===== config.mk =====
export PLATFORM = sky130hd
export DESIGN_NAME = prng_arbiter
export DESIGN_NICKNAME = d
export VERILOG_FILES = /design/src/rtl/prng_arbiter.sv
export SDC_FILE = /design/constraint.sdc
export NUM_CORES = 1
export LEC_CHECK = 0
export BUFFER_PORTS_ARGS = -buffer_cell sky130_fd_sc_hd__buf_2
export CORE_MARGIN = 8
export CORE_UTILIZATION = 47
export CTS_BUF_LIST = sky130_fd_sc_hd__clkbuf_8
export DETAILED_ROUTE_END_ITERATION = 8
export PLACE_DENSITY_LB_ADDON = 0.2
export SYNTH_ARGS = -nofsm -noshare
export SYNTH_HDL_FRONTEND = slang
export SYNTH_SLANG_ARGS = --single-unit

===== constraint.sdc =====
create_clock -name clk -period 2.2 [get_ports clk]
set_input_delay 0.44 -clock clk [delete_from_list [all_inputs] [get_ports clk]]
set_output_delay 0.44 -clock clk [all_outputs]
set_load 0.05 [all_outputs]

===== src/rtl/prng_arbiter.sv =====
// Round-robin arbiter sharing one Mersenne Twister stream between PORTS requesters,
// plus reseed sequencing that flushes any word prefetched under the old seed.
module prng_arbiter #(
    parameter int PORTS = 4,
    parameter int IDX_W = 2
) (
    input  logic              clk,
    input  logic              rst,
    input  logic [31:0]       prng_tdata,
    input  logic              prng_tvalid,
    output logic              prng_tready,
    input  logic              prng_busy,
    output logic [31:0]       prng_seed_val,
    output logic              prng_seed_start,
    input  logic [PORTS-1:0]  rnd_req,
    output logic [PORTS-1:0]  rnd_ack,
    output logic [31:0]       rnd_data,
    input  logic [31:0]       seed_val,
    input  logic              seed_req,
    output logic              seed_ack,
    output logic              busy
);

    typedef enum logic [2:0] {
        IDLE,
        FETCH,
        SEED_ISSUE,
        SEED_WAIT,
        SEED_FLUSH
    } state_t;

    state_t           state;
    logic [IDX_W-1:0] grant_idx;
    logic [IDX_W-1:0] last_grant;
    logic [IDX_W-1:0] pick;
    logic [IDX_W-1:0] cand;
    logic             found;

    // First requester after last_grant, wrapping; the last winner is searched last.
    always_comb begin
        pick  = last_grant;
        cand  = '0;
        found = 1'b0;
        for (int i = 1; i <= PORTS; i++) begin
            cand = IDX_W'((int'(last_grant) + i) % PORTS);
            if (!found && rnd_req[cand]) begin
                pick  = cand;
                found = 1'b1;
            end
        end
    end

    always_ff @(posedge clk) begin
        if (rst) begin
            state           <= IDLE;
            grant_idx       <= '0;
            last_grant      <= IDX_W'(PORTS - 1);
            prng_tready     <= 1'b0;
            prng_seed_start <= 1'b0;
            prng_seed_val   <= '0;
            rnd_ack         <= '0;
            rnd_data        <= '0;
            seed_ack        <= 1'b0;
            busy            <= 1'b0;
        end else begin
            rnd_ack         <= '0;
            seed_ack        <= 1'b0;
            prng_seed_start <= 1'b0;
            case (state)
                IDLE: begin
                    if (seed_req) begin
                        // A pending reseed blocks new grants until the PRNG is free.
                        if (!prng_busy) begin
                            prng_seed_val   <= seed_val;
                            prng_seed_start <= 1'b1;
                            busy            <= 1'b1;
                            state           <= SEED_ISSUE;
                        end
                    end else if (found) begin
                        grant_idx   <= pick;
                        prng_tready <= 1'b1;
                        busy        <= 1'b1;
                        state       <= FETCH;
                    end
                end
                FETCH: begin
                    if (prng_tvalid) begin
                        rnd_data           <= prng_tdata;
                        rnd_ack[grant_idx] <= 1'b1;
                        last_grant         <= grant_idx;
                        prng_tready        <= 1'b0;
                        busy               <= 1'b0;
                        state              <= IDLE;
                    end
                end
                SEED_ISSUE: begin
                    state <= SEED_WAIT;
                end
                SEED_WAIT: begin
                    if (!prng_busy) begin
                        // A word still valid here was generated under the old seed.
                        if (prng_tvalid) begin
                            prng_tready <= 1'b1;
                            state       <= SEED_FLUSH;
                        end else begin
                            seed_ack <= 1'b1;
                            busy     <= 1'b0;
                            state    <= IDLE;
                        end
                    end
                end
                SEED_FLUSH: begin
                    prng_tready <= 1'b0;
                    seed_ack    <= 1'b1;
                    busy        <= 1'b0;
                    state       <= IDLE;
                end
                default: begin
                    prng_tready <= 1'b0;
                    busy        <= 1'b0;
                    state       <= IDLE;
                end
            endcase
        end
    end

endmodule

==> impl_metrics.ini <==
[run_status]
status = complete, no violations

[worst_setup_path]
path_max_fanout = 38
path_cells = nand2b_1 > or2_2 > nand2_1 > a21oi_1
worst_ep_required_time_ns = 2.47
worst-path-buf-inv = 0
critical_path_class = register to register
slowest_delay_ns = 0.61
critical_path.top_delay_family = simple AND/OR/NAND/NOR gates
cpMaxStageDelayCell = or2_2
worstPathArrival_ns = 1.97
start_kind = register
cp-end-kind = register

[clocking]
post_cts_buffers = 0
cts_tree = built
cts_inserted_buffers = 9
clk_pin_slew_ns = 0.08
htree_levels = 3
clockRootBuffer = clkbuf_8
cts_hold_buf = 0
clkLatencyLatePin_ns = 0.34
clockBufferDepth = 2
clock-sinks = 79
postCtsResizedCells = 0

[synth]
synth-seq-cells = 79
synth_area_per_cell_sq_um = 8.036
syn_area_sq_mm = 0.002949
synth_seq_area_share_pct = 53.63
synth_nets = 440
syn_inst = 367
synth_warnings = 0
ys_types = 33

[placement]
gp_congestion = 0.8167
pre_cts_ws_ns = 0.4317
dpl.hpwl_um = 5982
placed_area_sq_mm = 0.003701
port_buffers = 144
dp.cells = 570

[global_routing]
grt_max_degree = 39
grt_util_all_layers_pct = 17.41
grt_pass1_wl_um = 12500
antenna_found_initial = 0
grt_overflow = 0
grt_pass1_vias = 2704

[cells_and_area]
num_antenna_cells = 0
fin_cells = 586
synthToLayoutAreaGrowth_pct = 32.71
nets = 577
postLayoutCellArea_sq_mm = 0.003914
n_fill_cell = 596
drive_above_1_share_pct = 33.99
fin_util_pct = 63.08

[route]
viasPerCell = 5.020
dr_total_vias = 2942
drt_wl_total_um = 8185
drt_iter0_drc = 78
drt_pass1_iterations = 5
detail_route.wl_per_cell_um = 13.97
antenna_left = 0
drc = 0

[timing]
fmax_mhz = 587.1
setup_ws_ns = 0.4966
slew_viol_final = 0
finClkSkew_ns = 0.005270
setup_viol = 0
period_minus_slack_ns = 1.703
hold_slack_ns = 0.3241
final.setup.tns_ns = 0
rsz0062_at_grt = no
tightest_slew_ns = 0.6980
period_share_pct = 77.43
slew_headroom_pct = 53.46
hold_viol_final = 0

[power]
power_density_mw_per_mm2 = 851.2
totalPowerFinal_mw = 3.331
leakagePower_nw = 1.800
ir_worst_vdd_mv = 0.5442

[hold_path]
hold_path.class = input port to register

[die]
rows = 29
core_sq_mm = 0.006205
dieArea_sq_mm = 0.009065
io-pin-count = 145
die-width_um = 95.21
die_h_um = 95.21
initial_utilization_pct = 47.53

[flow_run]
maxCapViolations = 0
-- per-layer routing --
metal | track usage [%] | share of wire (%) | up-vias
li1 | - | - | 1484
met1 | 20.05 | 42 | 1318
met2 | 27.27 | 44 | 131
met3 | 8.504 | 13 | 9
met4 | 6.632 | 1.3 | 0
met5 | 0 | 0 | -
-- worst paths after layout --
path,start,endpoint,slack [ns],depth (start not counted)
max,state[1],rnd_data[17],0.50,4
min,prng_tdata[10],rnd_data[10],0.32,3
max reg2reg,state[1],rnd_data[17],0.50,4
min reg2reg,prng_seed_val[10],prng_seed_val[10],0.45,2
-- tightest hold or removal path: cells and delay by family --
family                 cells  cell delay, ns
AOI/OAI and AO/OA          1            0.05
and+or+nand+nor            1            0.04
buffers and inverters      1            0.09
-- registers in the layout, summed over array words and instances, names as in the netlist --
name and count:
last_grant 2, prng_tready 1, prng_seed_val 32, rnd_ack 4, seed_ack 1, prng_seed_start 1, state 3, busy 1
grant_idx 2, rnd_data 32
-- synthesized netlist by cell type --
cell	instances	area, sq um
nand2_1	136	510.5
dfxtp_1	79	1582
a21oi_1	67	335.3
clkbuf_1	17	63.81
nor2_1	11	41.29
o21ai_0	7	35.03
inv_1	5	18.77
nand2b_1	5	31.28
nand3b_1	4	30.03
nor4_1	4	25.02
buf_2	3	15.01
buf_4	3	22.52
nor3_1	3	15.01
nand3_1	2	10.01
nor4b_1	2	17.52
or3_4	2	22.52
a2111oi_0	1	8.760
a211o_1	1	8.760
a211oi_1	1	7.510
a21boi_0	1	7.510
a221oi_1	1	8.760
a221oi_2	1	15.01
a222oi_1	1	10.01
buf_6	1	11.26
mux2_2	1	11.26
mux2i_1	1	10.01
nor3b_1	1	7.510
nor3b_4	1	18.77
o211a_1	1	10.01
o21bai_1	1	7.510
o311ai_0	1	8.760
o41ai_2	1	16.27
or2_2	1	6.260
-- cell type report --
type	count	area [sq um]	area share, %
sequential	79	1582	40.41
inverter	5	18.77	0.4795
multi-input combinational	259	1239	31.65
tap	77	96.34	2.462
clock buffer	9	123.9	3.165
clock inverter	7	88.84	2.270
timing repair buffer	150	765.7	19.57
-- where the power goes --
| group | leakage (nW) | internal [mW] | switching [mW] | total (mW) |
|---|---|---|---|---|
| combinational | 1.05 | 0.182 | 0.445 | 0.627 |
| sequential | 0.643 | 1.51 | 0.0501 | 1.56 |
| clock | 0.106 | 0.631 | 0.517 | 1.15 |
| total | 1.80 | 2.32 | 1.01 | 3.33 |
-- layout by cell type (no fill, tap or decap), types with 3 or more instances in the layout --
cell	count
a21oi_1	67
nor2_1	10
clkbuf_8	9
nand2_1	136
nor4_1	4
nor3_1	3
nand3b_1	4
dfxtp_1	79
buf_4	6
nand2b_1	5
inv_1	6
o21ai_0	7
buf_2	144
-- cell families (layout without fill, tap and decap cells) --
| logic type | count (synthesis) | count (layout) | share of synthesized area, % |
|---|---|---|---|
| AND/OR/NAND/NOR | 172 | 172 | 24.95 |
| AO/OA/AOI/OAI | 85 | 85 | 16.25 |
| multiplexers | 2 | 2 | 0.7212 |
| flip-flops | 79 | 79 | 53.63 |
| buffers and inverters | 29 | 171 | 4.455 |
Note: power is estimated with default switching activity, not from simulation.
